[src/rtl/systolic_pkg.sv]
// Shared types for the systolic-array front end: the feeder FSM state and the
// width of its step counter.
package systolic_pkg;

    typedef enum logic [1:0] {
        IDLE    = 2'd0,
        FEEDING = 2'd1,
        DONE    = 2'd2
    } feeder_state_t;

    // Step counter must hold 0..2N-2, i.e. $clog2(2N-1) bits.
    function automatic int step_cnt_w(input int n);
        return (2 * n - 1 > 1) ? $clog2(2 * n - 1) : 1;
    endfunction

endpackage

[src/rtl/input_skew_feeder.sv]
// Holds one NxN operand matrix and streams it into an array edge with lane r
// delayed r cycles. Define INPUT_FEEDER_TRANSPOSE_EN for a column-major read.
module input_skew_feeder
    import systolic_pkg::*;
#(
    parameter  int N          = 3,
    parameter  int DATA_WIDTH = 32,
    parameter  int SRAM_DEPTH = N * N,
    localparam int ADDR_W     = (SRAM_DEPTH > 1) ? $clog2(SRAM_DEPTH) : 1
) (
    input  logic                         clk_i,
    input  logic                         rstn_i,
    input  logic                         write_enable_i,
    input  logic [ADDR_W-1:0]            write_addr_i,
    input  logic [DATA_WIDTH-1:0]        write_data_i,
    input  logic                         start_i,
    output logic [0:N-1][DATA_WIDTH-1:0] data_o,
    output logic [N-1:0]                 valid_o,
    output logic                         busy_o,
    output logic                         feed_done_o
);

    localparam int STEP_W = step_cnt_w(N);
    // One tick past the last step: every lane index is out of range there, so
    // the lane logic naturally produces zeros while feed_done_o is raised.
    localparam logic [STEP_W-1:0] DRAIN_STEP = STEP_W'(2 * N - 1);

    feeder_state_t                r_state;
    logic [STEP_W-1:0]            r_step;
    logic [DATA_WIDTH-1:0]        r_mem [SRAM_DEPTH];
    logic [0:N-1][DATA_WIDTH-1:0] r_data;
    logic [N-1:0]                 r_valid;
    logic                         r_busy;
    logic                         r_done;

    logic                         w_addr_ok;
    logic                         w_wr_commit;
    logic [0:N-1][DATA_WIDTH-1:0] w_lane_data;
    logic [N-1:0]                 w_lane_vld;

    assign w_addr_ok   = {1'b0, write_addr_i} < (ADDR_W + 1)'(SRAM_DEPTH);
    assign w_wr_commit = (r_state == IDLE) && write_enable_i && w_addr_ok;

    always_ff @(posedge clk_i or negedge rstn_i) begin
        if (!rstn_i) begin
            for (int i = 0; i < SRAM_DEPTH; i++) begin
                r_mem[i] <= '0;
            end
        end else if (w_wr_commit) begin
            r_mem[write_addr_i] <= write_data_i;
        end
    end

    // Skew by index arithmetic: lane r reads element k = t - r, kept signed so
    // t < r falls out as "not yet valid" rather than wrapping.
    always_comb begin
        int k;
        int addr;
        k           = 0;
        addr        = 0;
        w_lane_data = '0;
        w_lane_vld  = '0;
        for (int r = 0; r < N; r++) begin
            k = int'(r_step) - r;
            if (k >= 0 && k < N) begin
`ifdef INPUT_FEEDER_TRANSPOSE_EN
                addr = k * N + r;
`else
                addr = r * N + k;
`endif
                w_lane_vld[r]  = 1'b1;
                w_lane_data[r] = r_mem[addr[ADDR_W-1:0]];
            end
        end
    end

    always_ff @(posedge clk_i or negedge rstn_i) begin
        if (!rstn_i) begin
            r_state <= IDLE;
            r_step  <= '0;
            r_data  <= '0;
            r_valid <= '0;
            r_busy  <= 1'b0;
            r_done  <= 1'b0;
        end else begin
            case (r_state)
                IDLE: begin
                    if (start_i) begin
                        r_state <= FEEDING;
                        r_step  <= '0;
                        r_busy  <= 1'b1;
                    end
                end
                FEEDING: begin
                    r_data  <= w_lane_data;
                    r_valid <= w_lane_vld;
                    if (r_step == DRAIN_STEP) begin
                        r_state <= DONE;
                        r_step  <= '0;
                        r_done  <= 1'b1;
                    end else begin
                        r_step <= r_step + STEP_W'(1);
                    end
                end
                DONE: begin
                    r_done <= 1'b0;
                    // Back-to-back pass: the edge leaving DONE may launch again.
                    if (start_i) begin
                        r_state <= FEEDING;
                        r_step  <= '0;
                    end else begin
                        r_state <= IDLE;
                        r_busy  <= 1'b0;
                    end
                end
                default: begin
                    r_state <= IDLE;
                    r_busy  <= 1'b0;
                end
            endcase
        end
    end

    assign data_o      = r_data;
    assign valid_o     = r_valid;
    assign busy_o      = r_busy;
    assign feed_done_o = r_done;

endmodule

[config.mk]
export PLATFORM = sky130hd
export DESIGN_NAME = input_skew_feeder
export DESIGN_NICKNAME = d
export VERILOG_FILES = /design/src/rtl/systolic_pkg.sv /design/src/rtl/input_skew_feeder.sv
export SDC_FILE = /design/constraint.sdc
export NUM_CORES = 1
export LEC_CHECK = 0
export ABC_AREA = 1
export CORE_MARGIN = 3
export CORE_UTILIZATION = 30
export CTS_CLUSTER_DIAMETER = 30
export CTS_CLUSTER_SIZE = 30
export DETAILED_ROUTE_END_ITERATION = 16
export DONT_BUFFER_PORTS = 1
export MAX_ROUTING_LAYER = met4
export PLACE_DENSITY = 0.43
export SETUP_SLACK_MARGIN = 0.4
export SLEW_MARGIN = 10
export SYNTH_ARGS = -nofsm -noshare
export SYNTH_HDL_FRONTEND = slang
export SYNTH_SLANG_ARGS = --single-unit
export TNS_END_PERCENT = 10
[constraint.sdc]
create_clock -name clk_i -period 5 [get_ports clk_i]
set_input_delay 1 -clock clk_i [delete_from_list [all_inputs] [get_ports clk_i]]
set_output_delay 1 -clock clk_i [all_outputs]
set_load 0.03 [all_outputs]
==> results of run 1 <==
[cell families (layout without fill, tap and decap cells)]
kind of cell | count (synthesis) | in the layout | share of synthesized area
and+or+nand+nor | 1561 | 1561 | 0.3262
adders and majority gates | 9 | 9 | 0.005837
AOI/OAI and AO/OA | 336 | 336 | 0.08735
xor gates and xnor gates | 4 | 4 | 0.002595
buffers and inverters | 286 | 344 | 0.06699
DFF | 394 | 394 | 0.5110
other | 0 | 2 | 0
[layout make-up]
cell class	instances	area share
diodes	2	0.0002153
repair buffers	24	0.008827
flip-flops and latches	394	0.4244
well taps	846	0.04554
clock buffers	134	0.1214
clock inverters	51	0.02610
multi-input cells	1910	0.3514
inverters	135	0.02212
[metal layers]
layer,global-route usage,vias up
met3,0.04733,94
met5,-,-
li1,-,8222
met1,0.2993,8175
met2,0.3191,579
met4,0.05995,0
[metrics by stage]
stage | util | instance area, µm² | total power [mW] | hold WS [ns]
finish | 0.3672 | 23250 | 18.93 | 0.09639
global route | 0.3672 | 23250 | 20.22 | 0.08560
CTS | 0.3671 | 23240 | 19.08 | 0.06229
detailed placement | 0.3129 | 19810 | 12.48 | 0.4776
global placement | 0.3129 | 19810 | 12.46 | 0.4714
floorplan | - | 19290 | 9.924 | 0.4588
[flip-flops by register name (all words and copies together) (netlist names)]
name,count
busy_o,1
feed_done_o,1
r_mem,288
r_state,2
valid_o,3
r_step,3
data_o,96
[layout by cell type (no fill, tap or decap), types with 2 or more instances in the layout]
| master | synthesis | routed |
|---|---|---|
| dfrtp_1 | 394 | 392 |
| inv_4 | 1 | 3 |
| o21ai_0 | 38 | 38 |
| diode_2 | 0 | 2 |
| inv_6 | 0 | 2 |
| clkinv_4 | 0 | 6 |
| nand3_1 | 256 | 255 |
| nor2_1 | 47 | 47 |
| clkbuf_16 | 0 | 102 |
| nand2_4 | 7 | 7 |
| clkinv_2 | 0 | 22 |
| nand2_2 | 3 | 3 |
| clkinvlp_4 | 0 | 8 |
| nor2_4 | 2 | 3 |
| buf_12 | 0 | 2 |
| clkbuf_8 | 0 | 15 |
| buf_4 | 13 | 22 |
| o21ai_1 | 262 | 262 |
| a21oi_1 | 34 | 34 |
| inv_1 | 123 | 123 |
| clkbuf_1 | 24 | 17 |
| bufinv_16 | 0 | 11 |
| nand2_1 | 1239 | 1239 |
| ha_1 | 9 | 9 |
| inv_2 | 11 | 9 |
[worst max-delay path, stage by stage, from the launching register on]
cell	delay, ns
dfrtp_2	0.35
inv_2	0.04
buf_4	0.45
ha_1	0.42
nor2_4	0.67
buf_4	0.59
nand3_1	0.13
nand2_1	0.09
nand2_1	0.05
nand2_1	0.20
nand2_1	0.11
nand2_1	0.10
nand2_1	0.05
[power by group through the flow]
stage	sequential [mW]	clock, mW	combinational, mW
final	5.21	6.48	7.24
after global routing	5.31	6.77	8.14
after CTS	5.21	6.60	7.27
after detailed placement	5.25	0	7.23
after global placement	5.24	0	7.22
after floorplan	4.97	0	4.96
[worst paths after layout]
path / startpoint / endpoint / slack [ns] / cells after the start
max in group asynchronous: rstn_i / r_step[1]$_DFFE_PN0P_ / 3.21 / 0
min reg2reg: r_mem[153]$_DFFE_PN0P_ / r_mem[153]$_DFFE_PN0P_ / 0.48 / 2
min in group clk_i: r_mem[153]$_DFFE_PN0P_ / r_mem[153]$_DFFE_PN0P_ / 0.48 / 2
max reg2reg: r_step[1]$_DFFE_PN0P_ / data_o[41]$_DFFE_PN0P_ / 1.60 / 12
max: r_step[1]$_DFFE_PN0P_ / data_o[41]$_DFFE_PN0P_ / 1.60 / 12
min: rstn_i / data_o[61]$_DFFE_PN0P_ / 0.1 / 0
==> flow_summary.ini, run 1 <==
[grt]
overflow = 0
antenna_found_initial = 4
grt_first_pass_wirelength_um = 106900
grt_start_max_net_pins = 395
grt_pass1_vias = 16470
grtUsageTotal = 0.2162

[clocking]
cts_num_sinks = 394
cts_root_buffer = clkbuf_16
path_clk_slew_ns = 0.05
cts_setup_buffers = 0
cts.htree.levels = 3
cts_made_buffers = 100
clk_path_buf_depth = 3
hold_buffers = 0
ctsResizeCount = 0
clock_latency_ns = 0.63
cts_tree = built

[placement]
pre_cts_slack_ns = 1.635
dp.cells = 3309
place_congestion = 0.7852
port_buffers = 0
dp_hpwl_um = 40790

[sta]
fmax_mhz = 294.2
finalSetupViolations = 0
slew_violations = 260
fin_crit_ns = 3.399
finClkSkew_ns = 0.02172
slew_headroom = -0.4161
fin_setup_tns_ns = 0
max_slew.worst_pin.slew_ns = 2.124
rsz0062_at_grt = no
finalCritPeriodShare = 0.6798
hold_viol = 0
setup_ws_ns = 1.601

[floorplanning]
die_area_mm2 = 0.06739
row_count = 92
fp.dieH_um = 259.6
coreArea_mm2 = 0.06331
die_x_um = 259.6
start_util = 0.3047
io_pins = 141

[worst_hold_path]
hp-class = input pin to async pin

[route]
drt-met1-wl_um = 33170
routedWlPerCell_um = 20.21
met3_length_um = 5414
drcViolationCount = 0
routed_wl_um = 70660
drt-initial-drc-count = 1437
detail_route.first_pass.iterations = 5
vias = 17070
dr.max_layer_used = met4
wl_met2_um = 30750
vias_per_cell = 4.883
ant_nets = 0

[synthesis]
synth.top_cell.area_share = 0.5110
synth_ff_type = dfrtp_1
post-synth-top-area-cell = dfrtp_1
syn_nets = 2639
async_reset_ff_frac = 1.000
syn_inst = 2590
ys_seq_area_frac = 0.5110
synth_area_leaders = dfrtp_1, nand2_1, o21ai_1
syn_area_mm2 = 0.01929
syn_area_per_cell_um2 = 7.449
ys_warn_count = 0
synth_edf_count = 0
ys_ff_latch = 394
yosysMostFrequentCell = nand2_1
synth_cell_type_count = 31
yosys-top-cells-count = nand2_1, dfrtp_1, o21ai_1

[pwr]
intPower_mw = 10.57
p_leak_nw = 11.71
switching_share = 0.4416
vdd_ir_drop_max_mv = 0.4911
p_switching_mw = 8.360
clkPwrFrac = 0.342
power_frac_comb = 0.383
powerDensity_mw_per_mm2 = 814.4
pwr-share-seq = 0.275

[status]
status = finished, violations left
violations = slew limit

[layout]
layout.nets = 2614
area_delta_synth_final_pct = 20.49
drive_gt1_frac = 0.08535
final_cell_count_no_fill = 3496
fillers = 6683
seqCellArea_mm2 = 0.009864
multi_input_area_mm2 = 0.008169

[worst_setup_path]
worstPathArrival_ns = 3.92
end_kind = register
path_class = register to register
required_ns = 5.52
start_kind = register
cp_max_fo = 65

[job]
drv_cap = 0
Note: power is estimated with default switching activity, not from simulation.
==> inputs of run 2 (changes only) <==
PLACE_DENSITY = 0.44   (was 0.43)
clock period = 2.7 ns   (was 5 ns; I/O delays follow)
==> flow_summary.ini, run 2 (synthesis results as in run 1) <==
[layout]
diodes = 0
layout.nets = 2652
drive_gt1_frac = 0.1052
final_cell_count_no_fill = 3537
seqCellArea_mm2 = 0.009866
area_delta_synth_final_pct = 25.88
multi_input_area_mm2 = 0.008199
fillers = 6598
largest_reg_flops = 288
layout.cells.most_common = nand2_1
final_util = 0.3836
final_cell_mix = nand2_1, dfrtp_1, o21ai_1
regMostFlops = r_mem

[pwr]
p_leak_nw = 12.17
powerDensity_mw_per_mm2 = 1571
vdd_ir_drop_max_mv = 0.9054

[floorplanning]
die_x_um = 259.6
die_area_mm2 = 0.06739
fp.dieH_um = 259.6
coreArea_mm2 = 0.06331
io_pins = 141
row_count = 92
start_util = 0.3047

[route]
drcViolationCount = 0
vias_per_cell = 4.844
routed_wl_um = 70960
detail_route.first_pass.iterations = 6
routedWlPerCell_um = 20.06
vias = 17130
ant_nets = 0
drt-initial-drc-count = 1547

[worst_setup_path]
reg2reg_depth = 11
cp_max_fo = 13
rrSetupSlack_ns = 0.49
required_ns = 3.26
path_class = register to register
worstReg2RegStart = r_step[2]$_DFFE_PN0P_
end_kind = register
r2r_end = data_o[0]$_DFFE_PN0P_
worstPathArrival_ns = 2.77
start_kind = register

[sta]
finClkSkew_ns = 0.02434
slew_headroom = 0.3417
fmax_mhz = 452.6
finalCritPeriodShare = 0.8182
hold_viol = 394
fin_setup_tns_ns = 0
finalSetupViolations = 0
slew_violations = 0
rsz0062_at_grt = no
max_slew.worst_pin.slew_ns = 0.9875
fin_crit_ns = 2.209
hold_slack_ns = -0.3809

[placement]
dp.cells = 3335
dp_hpwl_um = 42230
port_buffers = 0
place_congestion = 0.8392

[clocking]
cts_made_buffers = 106
cts_root_buffer = clkbuf_16
cts_num_sinks = 394
clock_latency_ns = 0.64
cts_tree = built
cts.htree.levels = 3
clk_path_buf_depth = 3
path_clk_slew_ns = 0.04

[status]
status = finished, violations left
violations = hold timing

[grt]
grt_start_max_net_pins = 395
antenna_found_initial = 1
grt_first_pass_wirelength_um = 106500
grtUsageTotal = 0.2146
grt_pass1_vias = 16660
overflow = 0

[worst_hold_path]
hp-class = input pin to async pin

[job]
drv_cap = 0
## run 2: cell count changes in the layout (fill, tap and decap cells not counted), moves of 3 or more
cell / delta
nand2_1: -3
clkbuf_1: -6
clkinv_2: -6
buf_6: +6
buf_4: +7
buf_12: +16
bufinv_16: +12
clkbuf_16: +9
clkinvlp_4: +6
## run 2: where the power goes
part / leakage, nW / internal [mW] / total (mW) / switching, mW
combinational: 5.05 / 4.46 / 14.9 / 10.4
clock: 1.89 / 9.83 / 13.7 / 3.84
sequential: 5.24 / 7.56 / 9.58 / 2.02
## run 2: repair_timing
action / 4_1_cts / 5_1_grt
endpoints found under the hold margin: 394 / 394
gates resized for setup: 0 / 16
gates cloned: 0 / 3
setup buffers: 0 / 3
setup endpoints to repair: 6 / 47
pin swaps: 0 / 2
## run 2: area by class of cell
class                           instances  area share
Sequential cell                       394      0.4062
Multi-Input combinational cell       1910      0.3376
Clock buffer                          134      0.1215
Tap cell                              846     0.04359
Clock inverter                         62     0.04024
Timing Repair Buffer                   56     0.02968
Inverter                              135     0.02117
## run 2: worst max path at each step
stage,endpoint,startpoint,slack (ns),cells after the start
detailed placement,data_o[51]$_DFFE_PN0P_,r_step[0]$_DFFE_PN0P_,0.41,9
global placement,data_o[51]$_DFFE_PN0P_,r_step[0]$_DFFE_PN0P_,0.44,9
global route,data_o[59]$_DFFE_PN0P_,r_step[0]$_DFFE_PN0P_,0.40,11
CTS,data_o[29]$_DFFE_PN0P_,r_step[2]$_DFFE_PN0P_,0.39,11
floorplan,data_o[51]$_DFFE_PN0P_,r_step[0]$_DFFE_PN0P_,0.42,16
finish,data_o[0]$_DFFE_PN0P_,r_step[2]$_DFFE_PN0P_,0.49,11
## run 2: through the flow
step	power [mW]	hold slack, ns	instance area (µm²)	setup slack, ns
2_1_floorplan	18.38	0.2444	19290	0.4158
3_3_place_gp	23.80	0.2567	20190	0.4415
3_5_place_dp	23.87	0.2577	20190	0.4067
4_1_cts	37.76	-0.4107	24120	0.3875
5_1_grt	40.52	-0.3991	24290	0.3978
6_report	38.15	-0.3809	24290	0.4907
## run 2: worst max-delay path: stages, from the launching register on
cell and delay (ns):
dfrtp_2 0.46, inv_1 0.16, ha_2 0.30, inv_2 0.06
buf_4 0.16, nand2_2 0.13, nand2_1 0.16, buf_4 0.27
nand3_1 0.10, nand3_1 0.09, nand3_1 0.15, nand2_1 0.09
## run 2: metal layers
| metal | GRT usage | routed length (µm) | vias to the layer above | share of wire |
|---|---|---|---|---|
| met5 | - | 0 | - | 0 |
| met1 | 0.2988 | 33750 | 8172 | 0.48 |
| li1 | - | - | 8293 | - |
| met2 | 0.3084 | 30380 | 577 | 0.43 |
| met4 | 0.06680 | 1440 | 0 | 0.020 |
| met3 | 0.05054 | 5386 | 91 | 0.076 |
